### config.mk
export PLATFORM = sky130hd
export DESIGN_NAME = traffic_controller_nphase
export DESIGN_NICKNAME = d
export VERILOG_FILES = /design/src/rtl/traffic_controller_nphase.sv
export SDC_FILE = /design/constraint.sdc
export NUM_CORES = 1
export LEC_CHECK = 0
export ABC_AREA = 1
export CORE_MARGIN = 4
export CORE_UTILIZATION = 45
export CTS_CLUSTER_DIAMETER = 200
export CTS_CLUSTER_SIZE = 20
export DETAILED_ROUTE_END_ITERATION = 10
export HOLD_SLACK_MARGIN = 0.15
export PLACE_DENSITY_LB_ADDON = 0.1
export SYNTH_ARGS = -nofsm -noshare
export SYNTH_HDL_FRONTEND = slang
export SYNTH_SLANG_ARGS = --single-unit
### constraint.sdc
create_clock -name clk -period 7.8 [get_ports clk]
set_input_delay 1.56 -clock clk [delete_from_list [all_inputs] [get_ports clk]]
set_output_delay 1.56 -clock clk [all_outputs]
set_load 0.02 [all_outputs]
### src/rtl/traffic_controller_nphase.sv
`timescale 1ns/1ps
`default_nettype none
//==============================================================================
// Module      : traffic_controller_nphase
// Description : N-phase actuated traffic controller. It sequences
//               SAFE -> GREEN -> YELLOW -> ALL_RED -> next phase. Features:
//               latched demand, detector gap extension, rest-in-green,
//               demand-based phase skipping, and illegal-state recovery
//               to SAFE with a one-cycle fault pulse.
//               Optional feature macro: MAINT_FLASH_EN (adds flash_req,
//               FLASH_HALF and the all-red flashing maintenance state).
// Revision    : 1.0 - initial release
//==============================================================================
module traffic_controller_nphase #(
   parameter int NUM_PHASES      = 2,
   parameter int TW              = 8,
   parameter int GREEN_MIN       = 10,
   parameter int GREEN_MAX       = 60,
   parameter int GAP_TIME        = 3,
   parameter int YELLOW_TIME     = 4,
   parameter int ALLRED_TIME     = 3,
   parameter int SAFE_TIME_RESET = 15,
   parameter int SAFE_TIME       = 4
`ifdef MAINT_FLASH_EN
   ,parameter int FLASH_HALF     = 8
`endif
) (
   input  logic                  clk,
   input  logic                  resetn,
   input  logic [NUM_PHASES-1:0] req,
   input  logic [NUM_PHASES-1:0] det,
`ifdef MAINT_FLASH_EN
   input  logic                  flash_req,
`endif
   output logic [NUM_PHASES-1:0] green,
   output logic [NUM_PHASES-1:0] yellow,
   output logic [NUM_PHASES-1:0] red,
   output logic [2:0]            cur_phase,
   output logic                  fault
);

   // Encodings 5..7 are never produced; FLASH is illegal when the
   // maintenance feature is not built in.
   typedef enum logic [2:0] {
      ST_SAFE   = 3'd0,
      ST_GREEN  = 3'd1,
      ST_YELLOW = 3'd2,
      ST_ALLRED = 3'd3,
      ST_FLASH  = 3'd4
   } state_t;

   localparam logic [TW-1:0] c_safe_rst_ld = TW'(SAFE_TIME_RESET - 1);
   localparam logic [TW-1:0] c_safe_ld     = TW'(SAFE_TIME - 1);
   localparam logic [TW-1:0] c_yellow_ld   = TW'(YELLOW_TIME - 1);
   localparam logic [TW-1:0] c_allred_ld   = TW'(ALLRED_TIME - 1);
   localparam logic [TW-1:0] c_gap_ld      = TW'(GAP_TIME);
   localparam logic [TW-1:0] c_green_min   = TW'(GREEN_MIN);
   localparam logic [TW-1:0] c_green_max   = TW'(GREEN_MAX);
   localparam logic [TW-1:0] c_one         = TW'(1);
   localparam logic [2:0]    c_last_phase  = 3'(NUM_PHASES - 1);
   localparam logic [3:0]    c_num_phases  = 4'(NUM_PHASES);
`ifdef MAINT_FLASH_EN
   localparam logic [TW-1:0] c_flash_ld    = TW'(FLASH_HALF - 1);
`endif

   // Raw 3-bit state so that unused encodings are representable and caught.
   logic [2:0]            r_state;
   logic [2:0]            w_state_nxt;
   logic [TW-1:0]         r_timer;
   logic [TW-1:0]         w_timer_nxt;
   logic [2:0]            r_cur;
   logic [2:0]            w_cur_nxt;
   logic [NUM_PHASES-1:0] r_demand;
   logic [NUM_PHASES-1:0] w_demand_nxt;
   logic [TW-1:0]         r_k;
   logic [TW-1:0]         w_k_nxt;
   logic [TW-1:0]         r_gap;
   logic [TW-1:0]         w_gap_nxt;
   logic                  r_fault;
   logic                  w_fault_nxt;
   logic                  r_flash_on;
   logic                  w_flash_nxt;

   logic                  w_cur_ok;
   logic                  w_state_ok;
   logic                  w_illegal;
   logic                  w_timer_zero;
   logic [NUM_PHASES-1:0] w_cur_oh;
   logic [NUM_PHASES-1:0] w_sel_oh;
   logic                  w_det_cur;
   logic                  w_other_dem;
   logic [2:0]            w_succ;
   logic [2:0]            w_sel_phase;
   int                    w_dist;
   int                    w_best;
   logic [TW-1:0]         w_gap_now;
   logic                  w_green_done;
   logic                  w_enter_green;
   logic                  w_flash_go;

   // Legality of the registered state and phase pointer.
   always_comb begin
      w_cur_ok     = ({1'b0, r_cur} < c_num_phases);
      w_timer_zero = (r_timer == '0);
      case (r_state)
         ST_SAFE, ST_GREEN, ST_YELLOW, ST_ALLRED: w_state_ok = 1'b1;
`ifdef MAINT_FLASH_EN
         ST_FLASH:                               w_state_ok = 1'b1;
`endif
         default:                                w_state_ok = 1'b0;
      endcase
      w_illegal = !w_state_ok || !w_cur_ok;
   end

   // Per-phase views of the current phase: one-hot, its detector, rival demand.
   always_comb begin
      w_cur_oh    = '0;
      w_det_cur   = 1'b0;
      w_other_dem = 1'b0;
      for (int j = 0; j < NUM_PHASES; j++) begin
         if (3'(j) == r_cur) begin
            w_cur_oh[j] = 1'b1;
            w_det_cur   = det[j];
         end else if (r_demand[j]) begin
            w_other_dem = 1'b1;
         end
      end
   end

   // Cyclic search for the nearest demanded phase after the current one.
   always_comb begin
      w_succ      = (r_cur >= c_last_phase) ? 3'd0 : r_cur + 3'd1;
      w_sel_phase = w_succ;
      w_best      = NUM_PHASES;
      w_dist      = 0;
      w_sel_oh    = '0;
      for (int j = 0; j < NUM_PHASES; j++) begin
         w_dist = j - int'(w_succ);
         if (w_dist < 0) begin
            w_dist = w_dist + NUM_PHASES;
         end
         if (r_demand[j] && (w_dist < w_best)) begin
            w_best      = w_dist;
            w_sel_phase = 3'(j);
         end
      end
      for (int j = 0; j < NUM_PHASES; j++) begin
         w_sel_oh[j] = (3'(j) == w_sel_phase);
      end
   end

   // Green termination: minimum served, gap out or max reached, rival waiting.
   always_comb begin
      w_gap_now    = w_det_cur ? c_gap_ld : ((r_gap == '0) ? '0 : r_gap - c_one);
      w_green_done = (r_k >= c_green_min) &&
                     ((w_gap_now == '0) || (r_k >= c_green_max)) && w_other_dem;
`ifdef MAINT_FLASH_EN
      w_flash_go   = flash_req;
      if (flash_req && (r_k >= c_green_min)) begin
         w_green_done = 1'b1;
      end
`else
      w_flash_go   = 1'b0;
`endif
   end

   // Next-state and datapath load decisions.
   always_comb begin
      w_state_nxt   = r_state;
      w_timer_nxt   = r_timer;
      w_cur_nxt     = r_cur;
      w_k_nxt       = r_k;
      w_gap_nxt     = r_gap;
      w_fault_nxt   = 1'b0;
      w_flash_nxt   = r_flash_on;
      w_enter_green = 1'b0;
      if (w_illegal) begin
         w_state_nxt = ST_SAFE;
         w_timer_nxt = c_safe_ld;
         w_fault_nxt = 1'b1;
         if (!w_cur_ok) begin
            w_cur_nxt = c_last_phase;
         end
      end else begin
         case (r_state)
            ST_SAFE, ST_ALLRED: begin
               if (!w_timer_zero) begin
                  w_timer_nxt = r_timer - c_one;
               end else if (w_flash_go) begin
                  w_state_nxt = ST_FLASH;
`ifdef MAINT_FLASH_EN
                  w_timer_nxt = c_flash_ld;
`endif
                  w_flash_nxt = 1'b1;
               end else begin
                  w_state_nxt   = ST_GREEN;
                  w_cur_nxt     = w_sel_phase;
                  w_k_nxt       = c_one;
                  w_gap_nxt     = c_gap_ld;
                  w_enter_green = 1'b1;
               end
            end
            ST_GREEN: begin
               w_gap_nxt = w_gap_now;
               w_k_nxt   = (r_k >= c_green_max) ? r_k : r_k + c_one;
               if (w_green_done) begin
                  w_state_nxt = ST_YELLOW;
                  w_timer_nxt = c_yellow_ld;
               end
            end
            ST_YELLOW: begin
               if (w_timer_zero) begin
                  w_state_nxt = ST_ALLRED;
                  w_timer_nxt = c_allred_ld;
               end else begin
                  w_timer_nxt = r_timer - c_one;
               end
            end
`ifdef MAINT_FLASH_EN
            ST_FLASH: begin
               if (!w_timer_zero) begin
                  w_timer_nxt = r_timer - c_one;
               end else if (flash_req) begin
                  w_timer_nxt = c_flash_ld;
                  w_flash_nxt = !r_flash_on;
               end else begin
                  w_state_nxt = ST_SAFE;
                  w_timer_nxt = c_safe_ld;
                  w_flash_nxt = 1'b0;
               end
            end
`endif
            default: ;
         endcase
      end
   end

   // Demand latch: set by req, masked for the green phase, cleared on service.
   always_comb begin
      w_demand_nxt = r_demand | req;
      if (!w_illegal && (r_state == ST_GREEN)) begin
         w_demand_nxt = w_demand_nxt & ~w_cur_oh;
      end
      if (w_enter_green) begin
         w_demand_nxt = w_demand_nxt & ~w_sel_oh;
      end
   end

   // State and datapath registers.
   always_ff @(posedge clk or negedge resetn) begin
      if (!resetn) begin
         r_state    <= ST_SAFE;
         r_timer    <= c_safe_rst_ld;
         r_cur      <= c_last_phase;
         r_demand   <= '0;
         r_k        <= '0;
         r_gap      <= '0;
         r_fault    <= 1'b0;
         r_flash_on <= 1'b0;
      end else begin
         r_state    <= w_state_nxt;
         r_timer    <= w_timer_nxt;
         r_cur      <= w_cur_nxt;
         r_demand   <= w_demand_nxt;
         r_k        <= w_k_nxt;
         r_gap      <= w_gap_nxt;
         r_fault    <= w_fault_nxt;
         r_flash_on <= w_flash_nxt;
      end
   end

   // Lamp decode from registered state only; anything unexpected shows all red.
   always_comb begin
      green  = '0;
      yellow = '0;
      red    = '1;
      case (r_state)
         ST_GREEN: begin
            green = w_cur_oh;
            red   = ~w_cur_oh;
         end
         ST_YELLOW: begin
            yellow = w_cur_oh;
            red    = ~w_cur_oh;
         end
`ifdef MAINT_FLASH_EN
         ST_FLASH: begin
            red = {NUM_PHASES{r_flash_on}};
         end
`endif
         default: ;
      endcase
   end

   assign cur_phase = r_cur;
   assign fault     = r_fault;

endmodule
`default_nettype wire

==> run summary <==
Reg-to-Reg End: r_demand[0]
Maximum clock rate: 0.258 GHz
Met3 GRT Util: 3.18%
Initial antenna violation count: 0
Worst-path clk slew: 0.07 ns
FF-to-FF Start: cur_phase[1]
Via count: 2113
Worst setup margin: 3.92 ns
Int Power: 0.604 mW
P&R area growth vs syn: 13.2%
Cell Pwr Density: 440 nW/um^2
Layer with the highest usage: met2
Slew Limit Fails: 0
Core Region: 5200 um^2
WL per Instance: 12.2 um
Worst Setup SP: r_state[0]
Slew HR: 50.3%
Placed Cells: 416
Die Ht: 82.0 um
Top FF cell, synth: dfrtp_1
Area after DPL: 2680 um^2
Number of global-route vias before repair: 2058
Gr usage total: 17.6%
Post-synth ARST share: 100%
Post-Syn Nets: 363
Cell area after layout: 2790 um^2
H-tree levels: 2
Synth Instances: 336
Die area: 6730 um^2
CP Data Required Time: 6.24 ns
Switching pwr: 0.623 mW
Post-CTS Hold Buffers: 0
Placer Congestion: 0.782
Final setup TNS: 0 ns
Starting Density: 47.4%
Crit path DAT: 2.32 ns
Unique cell type count in the Yosys netlist: 39
Setup skew after layout: 0.00688 ns
Tcrit/Tclk final: 49.7%
Worst slack, placed: 3.98 ns
Clock share of power: 13.0%
Critical path type: flip-flop to primary output
Leak pwr: 1.41 nW
Met1 Use GR: 23.6%
Boundary Pins: 16
Clk sinks: 32
PortBufs: 15
Sw Share: 50.8%
VDD IR max: 230 uV
Critical path endpoint category: primary output
Crit start category: flip-flop
Initial DRC Count: 84
RSZ-0062 raised after global routing: no
M2 GR Usage: 28.8%
Status: finished, final reports clean
Seq cells post-synth: 32
Die Width: 82.0 um
Total global routing overflow: 0
CTS tree: done
Tightest Hold Check Type: flip-flop to flip-flop
DRT Wirelength: 5170 um
CP max FO: 13
Fin nets: 380
Global-route wire length before repair: 9260 um
Post-synth EDFFs: 0
Final Hold Fails: 0
Worst R2R Path Depth: 26
Non-filler cells, final: 424
R2R Setup Slk: 3.98 ns
Routed vias/inst: 4.98
Sequential cell area fraction in the yosys report: 32.7%
Tot Pwr: 1.23 mW
Layout Utilization: 53.6%
Post_cts resized: 0
Worst-Margin Slew: 0.743 ns
Root Buffer: clkbuf_8
Reg power frac: 21.8%
Post-CTS Setup Repair Bufs: 0
TritonCTS Buffers: 5
Layout cell share with drive strength beyond 1: 9.32%
Skew-Pair Late Insertion Delay: 0.28 ns
Cell Area, Synth: 2460 um^2
Largest net degree at the start of global routing: 33
CTS Buffer Depth: 2
Final setup fails: 0
Crit path time final: 3.88 ns
Row count: 26
Synth Warn #: 0
Mean Syn Cell Area: 7.34 um^2
Post-route ant nets: 0
DR DRC count: 0
Fin Hold WS: 0.491 ns
CP Capture Point: red[0]
DRT Pass-1 Iters: 4
# diodes: 0
Combinational Power Share: 65.1%
Max-cap viol count: 0
Dpl hpwl: 3980 um
power groups by stage:
| stage | clock (mW) | sequential (mW) | combinational [mW] |
|---|---|---|---|
| floorplan | 0 | 0.262 | 0.643 |
| global placement | 0 | 0.270 | 0.789 |
| detailed placement | 0 | 0.270 | 0.800 |
| CTS | 0.164 | 0.268 | 0.805 |
| global route | 0.170 | 0.275 | 0.921 |
| finish | 0.160 | 0.268 | 0.799 |
cell usage in the layout, fill, tap and decap left out, drive strengths merged, types with 2 or more instances in the layout:
| master | count |
|---|---|
| a21oi | 8 |
| a31oi | 2 |
| clkbuf | 5 |
| clkdlybuf4s50 | 15 |
| clkinv | 3 |
| dfrtp | 28 |
| dfstp | 4 |
| ha | 21 |
| inv | 56 |
| nand2 | 73 |
| nand3 | 25 |
| nand4 | 3 |
| nor2 | 41 |
| nor3 | 8 |
| nor4 | 2 |
| o21a | 2 |
| o21ai | 27 |
| o22ai | 3 |
| o31ai | 7 |
| xnor2 | 4 |
| xor2 | 8 |
cell type report:
type | count | area (um^2)
clock inverters | 3 | 42.5
inverters | 58 | 220
repair buffers | 16 | 158
flip-flops and latches | 32 | 806
multi-input cells | 240 | 1410
well taps | 70 | 87.6
clock buffers | 5 | 68.8
fillers | 545 | 2410
worst min path at each step:
stage	startpoint	endpoint	slack (ns)	depth (start not counted)
2_1_floorplan	r_k[7]	r_k[7]	0.46	2
3_3_place_gp	r_k[7]	r_k[7]	0.48	2
3_5_place_dp	r_timer[1]	r_timer[1]	0.48	2
4_1_cts	r_timer[1]	r_timer[1]	0.50	2
5_1_grt	r_timer[1]	r_timer[1]	0.52	2
6_report	r_timer[1]	r_timer[1]	0.49	2
cell families after synthesis:
family                   after synthesis  share of synthesized area [%]
AO/OA/AOI/OAI                         53                           14.6
buffers and inverters                 64                           10.2
XOR/XNOR                              12                           4.26
adder cells (fa/ha/maj)               21                           10.7
AND/OR/NAND/NOR                      154                           27.6
flip-flops                            32                           32.7
sequential cells by signal (all words and copies together) (netlist names):
name / flops
r_demand: 2
cur_phase: 3
r_k: 8
r_state: 2
r_timer: 8
r_gap: 8
fault: 1
layer usage:
metal	vias up	share of wire (%)
met3	7	2.7
met4	0	1.1
met1	964	51
met2	27	45
met5	-	0
li1	1115	-
critical path, cell delays in order (launching register included):
cell and delay, ns:
dfrtp_1 0.41, inv_1 0.06, ha_1 0.49, inv_1 0.29
nand2_1 0.17, clkdlybuf4s50_1 0.61
Yosys cell counts, drive strengths merged, types with 2 or more instances:
library cell	count	area, um^2
nand2	73	277
inv	56	213
nor2	41	161
dfrtp	28	701
o21ai	27	176
nand3	25	135
ha	21	263
a21oi	8	51.3
nor3	8	40.0
xor2	8	70.1
o31ai	7	52.6
clkbuf	4	15.0
dfstp	4	105
xnor2	4	35.0
nand4	3	25.0
o22ai	3	18.8
a31oi	2	12.5
buf	2	16.3
clkinv	2	7.51
nor4	2	27.5
o21a	2	15.0
(Power assumes the default switching activity.)
==> RTL change 1 (same flow settings) <==
`r_k` no longer has a reset.
--- a/src/rtl/traffic_controller_nphase.sv
+++ b/src/rtl/traffic_controller_nphase.sv
@@ -254,5 +254,4 @@
          r_cur      <= c_last_phase;
          r_demand   <= '0;
-         r_k        <= '0;
          r_gap      <= '0;
          r_fault    <= 1'b0;
@@ -263,9 +262,12 @@
          r_cur      <= w_cur_nxt;
          r_demand   <= w_demand_nxt;
-         r_k        <= w_k_nxt;
          r_gap      <= w_gap_nxt;
          r_fault    <= w_fault_nxt;
          r_flash_on <= w_flash_nxt;
       end
+   end
+
+   always_ff @(posedge clk) begin
+      r_k <= w_k_nxt;
    end
 
Behaviour: same outputs for any inputs over 10 cycles, from zero or initial values and one cycle with resetn low; that may be too few to reach the edited logic, so the function may still have changed.
==> RTL change 1 against the original RTL <==
Via count rose by 2.1%. Combinational power rose by 4.8%. Wire length rose by 1.7%. Synthesized area rose by 0.71%. Final area rose by 0.72%. Register-to-register slack got worse by 0.49 ns. Die area rose by 0.64%. Sequential cell count did not move. Power rose by 7.2%. Setup slack got worse by 0.44 ns. Global-route usage fell by 0.10 points. Non-clock buffer count did not move.
==> RTL change 1: results (changes against the original RTL) <==
Worst vdd ir = 0.000252 V (+9.8%)
Critical path's slowest cell = nor2_1
Synthesized Nets = 353 (-2.8%)
Synth warn = 0 (unchanged)
Worst min path class = reg2reg
Finish-stage setup viols = 0 (unchanged)
Yosys cell types = 38 (-2.6%)
Largest net degree at the start of global routing = 25 (-24%)
All-layer global routing usage = 17.5% (-0.10 points)
Clock Pin Slew Worst Setup and Hold Paths = 0.07 ns (about the same)
Skew-Pair Late Insertion Delay = 0.29 ns
DR WL/cell = 12.6 um (+3.7%)
ANT cells = 0 (unchanged)
Initial antenna violation count = 0 (unchanged)
Vias in the first global route = 2129 (+3.4%)
Crit-path leading delay family = simple AND/OR/NAND/NOR gates
Port bufs = 15 (unchanged)
Outcome = complete, no violations
Synth top cells by count = nand2_1, nor2_1, inv_1
EDFF count, synth = 8 (+8)
# resized after CTS = 0 (unchanged)
Clock Tree Buf Depth = 2 (unchanged)
Sw frac = 49.8% (-0.98 points)
Top-count cell post-synth = nand2_1
Worst-path fanout max = 12 (-1)
Seq/Total Area, Yosys = 34.1% (+1.4 points)
Number of DRC markers in iteration 0 = 98 (+17%)
Root Buffer Master = clkbuf_8
HPWL Detailed = 4.01 mm (+0.88%)
Layout cells sized above 1 = 10.1% (+0.79 points)
GPL Wtd Cong = 0.872 (+11%)
Clock buffer count from CTS = 5 (unchanged)
Clk_skew = 0.00888 ns (+0.00200 ns)
Relative max-transition margin = 48.9% (-1.4 points)
Leakage power = 1.34 nW (-5.3%)
Top FF cell, synth = dfrtp_1
H-Tree Level Count = 2 (unchanged)
Post-CTS Setup Inserts = 0 (unchanged)
Global-route wire length before repair = 9.20 mm (-0.67%)
Async set-reset flop share out of synthesis = 75.0% (-25 points)
Top Registers = r_gap x8, r_k x8, r_timer x8
Top post-synthesis cells by area = dfrtp_1, ha_1, nand2_1
NumNets Final = 372 (-2.1%)
Clk network pwr share = 12.0% (-1.0 points)
Via count = 2158 (+2.1%)
Crit path largest cell delay = 0.61 ns (about the same)
First-pass detailed-route iteration total = 5 (+1)
Final hold violation count = 0 (unchanged)
RTL change 1: cells by family (layout without fill, tap and decap cells):
kind of cell / Yosys count / count (layout) / share of synthesized area (%)
adder cells (fa/ha/maj): 21 / 21 / 10.6
flip-flops: 32 / 32 / 34.1
buffers and inverters: 53 / 73 / 8.62
XOR/XNOR: 13 / 13 / 4.59
AND/OR/NAND/NOR: 161 / 161 / 29.3
AO/OA/AOI/OAI: 46 / 46 / 12.9
RTL change 1: layout make-up:
| type | count | area [sq um] |
|---|---|---|
| sequential | 32 | 846 |
| clock buffer | 6 | 72.6 |
| fill | 515 | 2430 |
| inverter | 49 | 189 |
| timing repair buffer | 16 | 158 |
| multi-input combinational | 241 | 1420 |
| clock inverter | 2 | 35.0 |
| tap | 70 | 87.6 |
RTL change 1: metal layers:
layer,share of wire [%],vias up,GRT usage [%]
li1,-,1116,-
met1,48,1009,22.0
met2,46,24,29.2
met3,3.6,9,4.23
met4,1.5,0,5.65
met5,0,-,0
RTL change 1: final timing paths:
kind                              start  cells past startpoint  slack (ns)           end
max                        cur_phase[1]                     22        3.49   r_demand[1]
min reg2reg                  r_timer[1]                      2        0.49    r_timer[1]
max reg2reg                cur_phase[1]                     22        3.49   r_demand[1]
min in group asynchronous        resetn                      2        1.64         fault
max in group asynchronous        resetn                      2        5.85  cur_phase[0]
min                          r_timer[1]                      2        0.49    r_timer[1]
RTL change 1: worst min-delay path, stage by stage, from the launching register on:
cell and delay (ns):
dfstp_2 0.38, nand2_1 0.07, o21ai_2 0.05
RTL change 1: power groups by stage:
stage	Sequential, W	Clock (W)	Combinational [W]
after floorplan	0.000312	0	0.000674
after global placement	0.000323	0	0.000830
after detailed placement	0.000322	0	0.000838
after CTS	0.000320	0.000164	0.000843
after global routing	0.000330	0.000170	0.000959
final	0.000320	0.000158	0.000837
RTL change 1: per-stage QoR:
stage	hold WS (ns)	std cells	worst slack [ns]	area, sq um
after floorplan	0.465	326	4.08	2480
after CTS	0.494	416	3.52	2810
final	0.494	416	3.49	2810
after global routing	0.510	416	3.10	2810
after detailed placement	0.482	408	3.53	2700
after global placement	0.482	408	3.65	2700
==> RTL change 2 (config.mk and constraints unchanged) <==
Made on the original files. The parameter `TW` goes from 8 to 10.
--- a/src/rtl/traffic_controller_nphase.sv
+++ b/src/rtl/traffic_controller_nphase.sv
@@ -14,5 +14,5 @@
 module traffic_controller_nphase #(
    parameter int NUM_PHASES      = 2,
-   parameter int TW              = 8,
+   parameter int TW              = 10,
    parameter int GREEN_MIN       = 10,
    parameter int GREEN_MAX       = 60,
Function: same outputs for any inputs over 10 cycles, from zero or initial values and one cycle with resetn low; that may be too few to reach the edited logic, so the function may still have changed.
==> RTL change 2 against the original RTL <==
Synthesized area grew 8.9%. Wire length is 1.2% higher. Register-to-register slack worse by 0.16 ns. Sequential cell count grew 6. Power is 6.2% higher. Worst hold slack lost 0.020 ns. Setup slack worse by 0.10 ns. Final area grew 8.1%.
==> RTL change 2: results (changes against the original RTL) <==
Outcome = complete, no violations
Metal-1 WL = 2.66 mm (+0.45%)
Crit path largest cell delay = 0.42 ns (-0.19 ns)
Pint = 0.000647 W (+7.0%)
Compound-gate portion of the synthesized area = 11.2% (-3.3 points)
DR WL met2 = 2.41 mm (+4.0%)
Clock buffer count from CTS = 5 (unchanged)
Worst vdd ir = 0.000276 V (+20%)
CP Data Arrival Time = 4.15 ns (+1.83 ns)
Global-route wire length before repair = 9.41 mm (+1.6%)
NumNets Final = 397 (+4.5%)
All-layer global routing usage = 15.5% (-2.1 points)
Critical path's slowest cell = a2111oi_0
Leakage power = 1.50 nW (+6.2%)
Post-synth top area share = 31.7% (+3.3 points)
Layout cells sized above 1 = 13.7% (+4.4 points)
Met3 WL = 111 um (-21%)
Synth top cells by count = nand2_1, inv_1, nor2_1
Number of DRC markers in iteration 0 = 53 (-37%)
Setup slack at placement = 3.83 ns (-0.148 ns)
Post-Synth XOR/XNOR Area = 4.90% (+0.63 points)
Largest net degree at the start of global routing = 39 (+18%)
Vias in the first global route = 2170 (+5.4%)
Yosys cell types = 36 (-7.7%)
HPWL Detailed = 3.98 mm (about the same)
Synthesized-area fraction occupied by adder cells = 8.86% (-1.8 points)
Post-CTS Setup Inserts = 0 (unchanged)
Synth warn = 0 (unchanged)
Top post-synthesis cells by area = dfrtp_1, nand2_1, ha_1
Clock Tree Buf Depth = 2 (unchanged)
Seq/Total Area, Yosys = 35.6% (+2.9 points)
Top Registers = r_gap x10, r_k x10, r_timer x10
Clk_skew = 0.00424 ns (-0.00264 ns)
Worst-path fanout max = 6 (-7)
Final wirelength = 5.23 mm (+1.2%)
GPL Wtd Cong = 0.869 (+11%)
Via count = 2208 (+4.5%)
Synthesized Nets = 376 (+3.6%)
Crit-path leading delay family = simple AND/OR/NAND/NOR gates
Relative max-transition margin = 42.8% (-7.5 points)
Initial antenna violation count = 0 (unchanged)
-- RTL change 2: stage by stage --
stage	instances	utilization, %	hold WS, ns	cell area (sq um)
detailed placement	437	51.5	0.453	2910
CTS	445	53.5	0.475	3020
global route	445	53.5	0.485	3020
floorplan	351	-	0.437	2680
global placement	437	51.5	0.449	2910
finish	445	53.5	0.472	3020
-- RTL change 2: logic make-up (layout without fill, tap and decap cells) --
logic type / count (synthesis) / in the layout
AND/OR/NAND/NOR: 177 / 177
buffers and inverters: 55 / 77
AO/OA/AOI/OAI: 47 / 47
flip-flops: 38 / 38
adder cells (fa/ha/maj): 19 / 19
XOR/XNOR: 15 / 15
-- RTL change 2: path summary, 6_finish.rpt --
kind                                    from           to  slack (ns)  depth (start not counted)
worst max-delay path            cur_phase[1]  r_demand[1]        3.82                         24
worst min-delay path                  r_k[6]       r_k[6]        0.47                          2
worst max register to register  cur_phase[1]  r_demand[1]        3.82                         24
worst min register to register        r_k[6]       r_k[6]        0.47                          2
max in group asynchronous             resetn   r_timer[4]        5.88                          1
min in group asynchronous             resetn       r_k[0]        1.37                          1
-- RTL change 2: area by class of cell --
cell class / count / area, sq um
clock buffers: 5 / 68.8
well taps: 72 / 90.1
repair buffers: 15 / 145
fillers: 562 / 2630
inverters: 54 / 203
multi-input cells: 258 / 1510
clock inverters: 3 / 40.0
flip-flops and latches: 38 / 956
-- RTL change 2: tightest hold or removal path, cell delays in order (launching register included) --
cell and delay [ns]:
dfrtp_1 0.35, nand2_1 0.05, inv_1 0.04
-- RTL change 2: power by group through the flow --
stage / clock network, W / registers [W] / logic (W)
detailed placement: 0 / 0.000297 / 0.000852
finish: 0.000169 / 0.000293 / 0.000841
global route: 0.000179 / 0.000300 / 0.000981
CTS: 0.000175 / 0.000294 / 0.000856
floorplan: 0 / 0.000291 / 0.000681
global placement: 0 / 0.000297 / 0.000842
-- RTL change 2: layer usage --
layer  vias to the layer above  track usage [%]
met1                      1005             20.5
met4                         0             3.45
li1                       1181                -
met5                         -                0
met2                        17             26.2
met3                         5             3.01
